## config.mk

```make
export PLATFORM = sky130hd
export DESIGN_NAME = fix_mul_flat
export DESIGN_NICKNAME = d
export VERILOG_FILES = /design/src/rtl/fix_mul_if.sv /design/src/rtl/fix_mul.sv /design/src/flat_wrapper.sv
export SDC_FILE = /design/constraint.sdc
export NUM_CORES = 1
export LEC_CHECK = 0
export CAP_MARGIN = 5
export CORE_MARGIN = 3
export CORE_UTILIZATION = 35
export CTS_BUF_LIST = sky130_fd_sc_hd__clkbuf_16
export CTS_CLUSTER_DIAMETER = 120
export DETAILED_ROUTE_END_ITERATION = 10
export PLACE_DENSITY = 0.51
export SETUP_SLACK_MARGIN = 0.5
export SYNTH_ARGS = -nofsm -noshare
export SYNTH_HDL_FRONTEND = slang
export SYNTH_SLANG_ARGS = --single-unit
```

## constraint.sdc

```tcl
create_clock -name clk -period 4.5 [get_ports clk]
set_input_delay 0.9 -clock clk [delete_from_list [all_inputs] [get_ports clk]]
set_output_delay 0.9 -clock clk [all_outputs]
set_load 0.005 [all_outputs]
```

## src/rtl/fix_mul_if.sv

```systemverilog
// fix_mul_if: operand/result bus for the sequential fixed-point multiplier.
// The master issues operands and start; the slave returns product, overflow
// and the complete (idle / result valid) flag.
interface fix_mul_if #(
  parameter int N = 16
);
  logic [N-1:0] multiplicand;
  logic [N-1:0] multiplier;
  logic         start;
  logic [N-1:0] product_out;
  logic         complete;
  logic         overflow;

  modport master (
    output multiplicand,
    output multiplier,
    output start,
    input  product_out,
    input  complete,
    input  overflow
  );

  modport slave (
    input  multiplicand,
    input  multiplier,
    input  start,
    output product_out,
    output complete,
    output overflow
  );
endinterface

```

## src/rtl/fix_mul.sv

```systemverilog
// fix_mul: sequential sign-magnitude Q-format multiplier.
// Shift-and-add, one multiplier bit per cycle; N-cycle latency from an
// accepted start to complete. The product keeps bits [Q+N-2:Q] of the full
// magnitude (truncated toward zero) and flags overflow when higher bits are set.
// Optional build macro FIX_MUL_SAT_EN: saturate the magnitude on overflow
// instead of wrapping.
module fix_mul #(
  parameter int Q = 8,
  parameter int N = 16
) (
  input  logic      clk,
  input  logic      rst_n,
  fix_mul_if.slave  bus
);

  localparam int M  = N - 1;          // magnitude width
  localparam int AW = 2 * M;          // full product width
  localparam int CW = $clog2(N - 1);  // holds N-2 for every N >= 4

  typedef enum logic [1:0] {
    ST_IDLE = 2'd0,
    ST_MUL  = 2'd1,
    ST_FIN  = 2'd2
  } state_t;

  state_t         state_r, state_s;
  logic [M-1:0]   a_mag_r, a_mag_s;
  logic [M-1:0]   b_mag_r, b_mag_s;
  logic           sign_r, sign_s;
  logic [AW-1:0]  acc_r, acc_s;
  logic [CW-1:0]  cnt_r, cnt_s;
  logic [N-1:0]   prod_r, prod_s;
  logic           ovf_r, ovf_s;
  logic           cpl_r, cpl_s;

  logic [AW-1:0]  addend_s;
  logic [M-1:0]   raw_s;
  logic [M-1:0]   mag_s;
  logic           ovf_fin_s;

  // Result shaping: truncate, detect overflow, apply wrap or saturation.
  always_comb begin
    addend_s  = {{M{1'b0}}, a_mag_r} << cnt_r;
    raw_s     = acc_r[Q+N-2:Q];
    ovf_fin_s = |acc_r[AW-1:Q+N-1];
`ifdef FIX_MUL_SAT_EN
    if (ovf_fin_s) begin
      mag_s = {M{1'b1}};
    end else begin
      mag_s = raw_s;
    end
`else
    mag_s = raw_s;
`endif
  end

  // Next-state and datapath updates for the IDLE/MUL/FIN sequence.
  always_comb begin
    state_s = state_r;
    a_mag_s = a_mag_r;
    b_mag_s = b_mag_r;
    sign_s  = sign_r;
    acc_s   = acc_r;
    cnt_s   = cnt_r;
    prod_s  = prod_r;
    ovf_s   = ovf_r;
    cpl_s   = cpl_r;
    case (state_r)
      ST_IDLE: begin
        if (bus.start) begin
          a_mag_s = bus.multiplicand[M-1:0];
          b_mag_s = bus.multiplier[M-1:0];
          sign_s  = bus.multiplicand[N-1] ^ bus.multiplier[N-1];
          acc_s   = '0;
          cnt_s   = '0;
          cpl_s   = 1'b0;
          state_s = ST_MUL;
        end else begin
          state_s = ST_IDLE;
        end
      end
      ST_MUL: begin
        if (b_mag_r[cnt_r]) begin
          acc_s = acc_r + addend_s;
        end else begin
          acc_s = acc_r;
        end
        if (cnt_r == CW'(N - 2)) begin
          state_s = ST_FIN;
        end else begin
          cnt_s   = cnt_r + CW'(1);
          state_s = ST_MUL;
        end
      end
      ST_FIN: begin
        // A zero magnitude always carries a positive sign.
        prod_s  = {sign_r & (|mag_s), mag_s};
        ovf_s   = ovf_fin_s;
        cpl_s   = 1'b1;
        state_s = ST_IDLE;
      end
      default: begin
        cpl_s   = 1'b1;
        state_s = ST_IDLE;
      end
    endcase
  end

  // State and datapath registers; reset aborts any operation in flight.
  always_ff @(posedge clk or negedge rst_n) begin
    if (!rst_n) begin
      state_r <= ST_IDLE;
      a_mag_r <= '0;
      b_mag_r <= '0;
      sign_r  <= 1'b0;
      acc_r   <= '0;
      cnt_r   <= '0;
      prod_r  <= '0;
      ovf_r   <= 1'b0;
      cpl_r   <= 1'b1;
    end else begin
      state_r <= state_s;
      a_mag_r <= a_mag_s;
      b_mag_r <= b_mag_s;
      sign_r  <= sign_s;
      acc_r   <= acc_s;
      cnt_r   <= cnt_s;
      prod_r  <= prod_s;
      ovf_r   <= ovf_s;
      cpl_r   <= cpl_s;
    end
  end

  assign bus.product_out = prod_r;
  assign bus.overflow    = ovf_r;
  assign bus.complete    = cpl_r;

endmodule

```

## src/flat_wrapper.sv

```systemverilog
// flat-port wrapper written by rule: the top's interface ports become plain ports
module fix_mul_flat 
#(
  parameter int Q = 8,
  parameter int N = 16
)
  (clk, rst_n, bus_multiplicand, bus_multiplier, bus_start, bus_product_out, bus_complete, bus_overflow);
  fix_mul_if #(.N(N)) bus_i ();
  input  logic clk;
  input  logic rst_n;
  input wire logic [$bits(bus_i.multiplicand)-1:0] bus_multiplicand;
  input wire logic [$bits(bus_i.multiplier)-1:0] bus_multiplier;
  input wire logic [$bits(bus_i.start)-1:0] bus_start;
  output wire logic [$bits(bus_i.product_out)-1:0] bus_product_out;
  output wire logic [$bits(bus_i.complete)-1:0] bus_complete;
  output wire logic [$bits(bus_i.overflow)-1:0] bus_overflow;
  assign bus_i.multiplicand = bus_multiplicand;
  assign bus_i.multiplier = bus_multiplier;
  assign bus_i.start = bus_start;
  assign bus_product_out = bus_i.product_out;
  assign bus_complete = bus_i.complete;
  assign bus_overflow = bus_i.overflow;
  fix_mul #(.Q(Q), .N(N)) u_core (.clk(clk), .rst_n(rst_n), .bus(bus_i));
endmodule
```

# Word-level counts from Yosys, hierarchy flattened
# Index checks and enable logic that the tools add are counted.
# word_totals
regBits	85
in_bits	35
word_cells	43
# classes
addsub	2
order_cmp	1
n_eq_ne	6
shift	1
muxes	13
bitwise	3
n_reduce_logical	8
# op_table
op	n
2-to-1 mux 30 bit	2
case mux 30 bit (2 select lines)	1
adder 30 bit	1
<< shifter 15 x 4 -> 30 bit	1
OR reduction 15 bit	1
2-to-1 mux 4 bit	2
case mux 4 bit (2 select lines)	1
OR reduction 7 bit	1
AND reduction 3 bit	2
less-than comparator 4 x 5 -> 1 bit, second input constant	1
adder 4 x 1 -> 4 bit, second input constant	1
binary-select mux 1 bit (select 4 bit)	1
== test 4 bit, second input constant	1
inequality test 2 bit, second input constant	2
case mux 2 bit (2 select lines)	1
AND reduction 2 bit	2
2-to-1 mux 1 bit	3
== test 2 x 1 -> 1 bit, second input constant	1
== test 2 bit, second input constant	1
logical NOT 2 bit	1
2-to-1 mux 2 bit	1
inequality test 2 x 1 -> 1 bit, second input constant	1
case mux 1 bit (2 select lines)	1
nonzero test 2 bit	1
other kinds (3)	3

# Depth between registers and ports, before layout
# depth
word_depth	4
depth_mapped	18
ltp_nobuf	16

# Least setup slack after synthesis
# Ideal clock, no wire load.
# synth_timing
path_type	flip-flop to flip-flop
start	register u_core.cnt_r[1]
end	register u_core.acc_r[28]
arrival_time_ns	3.823
slack_ns	0.531
stages_incl_launch_ff	17
synth_period_minus_slack_ns	3.969
path_cell_list	dfrtp_1 > buf_2 > buf_1 > clkbuf_1 > mux4_2 > mux2_2 > nor2_1 > a21oi_1 > ha_1 > clkbuf_1 > nand4_1 > or2_2 > a211oi_1 > o21ai_1 > o21bai_1 > mux2i_1 > o311ai_0
# synth_via
elab_chain_len	4
word_cells_on_any_way	8
classes_between	1 x add/sub; 1 x eq/ne; 1 x shift; 4 x mux; 1 x reduce/logical
# synth_lines
item	line	source
start: declaration	fix_mul.sv:31	logic [CW-1:0] cnt_r, cnt_s;
start signal: assignment	fix_mul.sv:127	cnt_r <= cnt_s;
<< shifter 15 x 4 -> 30 bit or binary-select mux 1 bit (select 4 bit) (tied branches)	fix_mul.sv:43, fix_mul.sv:83	
adder 30 bit or 2-to-1 mux 1 bit (tied branches)	fix_mul.sv:84, fix_mul.sv:83	
2-to-1 mux 30 bit or inequality test 2 x 1 -> 1 bit (tied branches)	-	
case mux 30 bit (2 select lines) or AND reduction 3 bit (tied branches)	-	
end signal: assignment	fix_mul.sv:126	acc_r <= acc_s;
end: declaration	fix_mul.sv:30	logic [AW-1:0] acc_r, acc_s;
# Several ways; a longest one is shown, not always the timed one. The select of a mux whose other input is x is not followed.
# A chain may end at the register's enable or synchronous reset.

# Final worst setup path
# layout_timing
start	register u_core.cnt_r[0]
end	register u_core.acc_r[29]
# The elaborated chain is that of the path after synthesis.

==> flow_results.org <==
** Status
- The run finished with clean final reports.

** Route
- Count of routing violations after the opening detailed-route iteration :: 224
- Count of TritonRoute iterations in the first routing pass :: 4
- Dividing the detail-routed wire length by the instance count gives 16.4 um.
- Across all layers, the routed design uses slightly below 5000 vias.
- Once detail routing completed, the nets flagged for antenna violations numbered 0.
- Ratio of routed vias to standard cells :: 5.24
- Remaining routing DRC violations :: 0
- After detailed routing, the total wire length is 15.3 mm.

** Yosys
- Top cell type by total area after synthesis :: sky130_fd_sc_hd__dfrtp_1
- Register bit total from synthesis :: 85
- Predominant post-synthesis flop cell :: sky130_fd_sc_hd__dfrtp_1
- Most area-consuming cells after synthesis :: sky130_fd_sc_hd__dfrtp_1, sky130_fd_sc_hd__nand2_1, sky130_fd_sc_hd__ha_1
- Commonest cells in the netlist :: sky130_fd_sc_hd__nand2_1, sky130_fd_sc_hd__dfrtp_1, sky130_fd_sc_hd__nor2_1
- After synthesis, the mean cell area works out to 8.62 um2.
- Number of warning messages in the yosys log :: 0
- Of all flip-flops after synthesis, the portion carrying an async set or reset was 100%.
- Net count after synthesis :: 741
- Synthesis produced a netlist whose cell count is 674.
- In the post-synthesis netlist, the cell with the most instances is sky130_fd_sc_hd__nand2_1.
- Synthesis instantiated between 60 and 70 different standard cells from the library.
- Seq/Total Area, Yosys :: between 30 and 40%
- In this run, synthesis inferred 0 flip-flops with an integrated enable.
- Post-Synthesis Cell Area :: between 5000 and 6000 um2
- Synth top area share :: a little over a third

** Floorplan
- Number of primary I/O pins :: 53
- After floorplanning, the core was divided into 46 placement rows.
- Vertical extent of the die :: 135 um
- The core region is 16100 um2.
- For this configuration, the core starts out at a cell density of a little over a third.
- Die width :: 135 um
- The die covers 18200 um2.

** Clock network
- Clock-pin slew on the worst setup and hold paths :: 70 ps
- Cts bufs inserted :: 9
- Clock root buffer :: sky130_fd_sc_hd__clkbuf_16
- Clk_lat worst skew :: 350 ps
- Clock tree from TritonCTS :: built
- Largest buffer count on any clock path :: 2
- Total number of H-tree levels :: 3
- Hold Buf Count CTS :: 0
- Clock tree sinks :: 85

** Placement
- The placed instances occupy a cell area of approximately 6500 um2.
- Placer's final routability congestion estimate :: approximately 0.87
- During placement, the flow inserted port buffers numbering 52.
- Minimum setup slack after placement :: 365 ps
- Detailed placement ended at an HPWL of around 12 mm.
- Including well taps, the total number of placed cells is 913.

** Timing
- Hold Vio Cnt, Final :: 0
- Derived from the worst setup path, the maximum achievable clock frequency is 264 MHz.
- Setup clock skew after layout :: 11.9 ps
- Final setup violation count :: 0
- RSZ-0062 raised after global routing :: false
- At the pin with the least slew margin, the transition time is 892 ps.
- Final worst-path setup slack :: between 700 and 800 ps
- Adding up every negative setup slack in the final design gives 0 ps.
- In the finished design, the share of the clock period the worst path needs comes to 84.2%.
- The final number of max-transition violations was 0.
- Slew HR :: 40.6%
- Final critical path time including I/O delays and setup :: roughly 3800 ps

** Final layout
- Layout filler cell count :: between 1500 and 2000
- Non-filler instance count after layout :: 935
- Measured on the finished design, the core utilization comes to 43.2%.
- Post-route cell area :: 6940 um2
- Cells with a size suffix above 1 make up 12.2% of the layout.
- The repair_antennas step left the layout with diodes totalling 0.
- The final layout contains 781 nets.
- Post-synthesis to final-layout area growth :: 19.4%

** GRT
- Total global-route track usage :: 17.5%
- Number of global-route vias before repair :: 4933
- Entering global routing, the biggest net connects 49 pins.
- Summed over all layers, the global routing overflow is 0.
- The initial antenna violation count came to 0.
- The first global-routing pass estimated 25.4 mm of wire.

** Setup path
- Critical register-to-register path startpoint :: u_core.cnt_r[0]
- Crit path capture type :: flop
- Together, buffers and inverters on the worst path number 2.
- The worst register-to-register path ends at u_core.acc_r[29].
- The largest single stage delay on the critical path is 430 ps.
- In this run the worst path has a maximum fanout of 24.
- The number of cells on the worst reg-to-reg path is 14.
- Required time at the endpoint of the critical path :: 4770 ps
- Counting buffers and inverters, the worst setup path is 14 cells deep.
- Crit path cell chain :: buf_12 -> mux2i_1 -> or2_2 -> or3_1 -> inv_1 -> ha_1 -> a211oi_2 -> o31ai_4 -> o311a_4 -> a31oi_4 -> a31oi_2 -> a311o_1 -> nand3_1 -> mux2i_1
- For this design, the slowest cell found on the critical path is sky130_fd_sc_hd__dfrtp_2.
- Worst Setup Path Type :: flop to flop
- Cell class contributing the biggest share of worst-path delay :: compound AO/OA/AOI/OAI gates
- Register-to-register setup slack :: 710 ps
- The worst setup path is launched from a flop.
- CP dominant cell by count :: sky130_fd_sc_hd__mux2i_1
- Data on the critical path arrives at its endpoint at 4050 ps.

** Min path
- The startpoint identified for the worst hold timing path is u_core.b_mag_r[7].
- The worst hold path terminates at u_core.b_mag_r[7].
- The path class of the tightest hold or removal check is flop to flop.
- Instance count along the most critical hold path :: 2

** Power and ir drop
- Pwr Density :: 844 nW/um2
- Worst vdd rail ir drop :: 0.297 mV
- Leakage dissipation :: 3.13 nW

** Job
- The tool flagged a number of max-cap violations equal to 0.
[worst max-delay path by stage]
stage,from,to,slack [ps]
after global placement,u_core.cnt_r[1],u_core.acc_r[27],410
after floorplan,u_core.cnt_r[1],u_core.acc_r[28],530
after CTS,u_core.cnt_r[0],u_core.acc_r[27],460
final,u_core.cnt_r[0],u_core.acc_r[29],710
after global routing,u_core.cnt_r[1],u_core.acc_r[27],490
after detailed placement,u_core.cnt_r[1],u_core.acc_r[29],370
[layout by cell type, fill, tap and decap left out, types with 12 or more instances in the layout]
| master | n |
|---|---|
| sky130_fd_sc_hd__nand2_1 | 150 |
| sky130_fd_sc_hd__dfrtp_1 | 81 |
| sky130_fd_sc_hd__clkdlybuf4s50_1 | 51 |
| sky130_fd_sc_hd__nor2_1 | 44 |
| sky130_fd_sc_hd__o21ai_0 | 40 |
| sky130_fd_sc_hd__a21oi_1 | 36 |
| sky130_fd_sc_hd__ha_1 | 31 |
| sky130_fd_sc_hd__mux2_2 | 23 |
| sky130_fd_sc_hd__nand3_1 | 19 |
| sky130_fd_sc_hd__a21o_1 | 19 |
| sky130_fd_sc_hd__buf_4 | 16 |
| sky130_fd_sc_hd__mux2i_1 | 14 |
| sky130_fd_sc_hd__xnor2_1 | 14 |
| sky130_fd_sc_hd__o31ai_1 | 12 |
[registers in the layout (all words and copies together), names as in the netlist]
signal / count
u_core.bus.complete: 1
u_core.cnt_r: 4
u_core.bus.overflow: 1
u_core.acc_r: 30
u_core.b_mag_r: 15
u_core.bus.product_out: 16
u_core.a_mag_r: 15
u_core.sign_r: 1
u_core.state_r: 2
[repair_timing]
action                                  in CTS  in global routing
buffers inserted                             0                  6
gates resized for setup                      3                 17
pin swaps                                    0                  5
endpoints found under the setup margin       7                 12
[routing by layer]
metal,vias up,GRT usage (%),share of wire (%)
li1,2470,-,-
met1,2331,24.1,48
met2,76,28.3,47
met3,18,2.76,2.9
met4,0,5.83,1.6
met5,-,0,0
[through the flow]
step | power, W | hold slack (ps)
final | 0.00586 | 477
after floorplan | 0.00404 | 436
after CTS | 0.00576 | 480
after global routing | 0.00643 | 502
after global placement | 0.00501 | 456
after detailed placement | 0.00502 | 462
[worst register-to-register path: cells and delay by family, from the launching register on]
family	cells	cell delay (ps)
simple gates	3	770
buf+inv	2	240
fa+ha+maj	1	240
flops	1	430
compound gates	6	1680
mux	2	320
[kinds of logic after synthesis]
logic type	count (synthesis)	synth area share (%)
buffers and inverters	53	3.73
XOR/XNOR	25	3.77
AO/OA/AOI/OAI	164	18.8
multiplexers	45	9.76
adder cells (fa/ha/maj)	32	7.02
AND/OR/NAND/NOR	270	20.3
flip-flops	85	36.6
[layout make-up]
type / count / area [um2] / area share (%)
Tap cell: 216 / 270 / 3.90
Timing Repair Buffer: 70 / 686 / 9.88
Inverter: 12 / 48.8 / 0.703
Clock inverter: 7 / 51.3 / 0.740
Multi-Input combinational cell: 536 / 3520 / 50.8
Clock buffer: 9 / 225 / 3.25
Sequential cell: 85 / 2130 / 30.7
[power breakdown]
group / internal [W] / switching [W] / leakage (nW)
Combinational: 0.00159 / 0.00216 / 1.94
Clock: 0.000377 / 0.000327 / 0.138
Sequential: 0.00109 / 0.000317 / 1.05
Total: 0.00305 / 0.00280 / 3.13
Power figures use the tool's default switching activity.
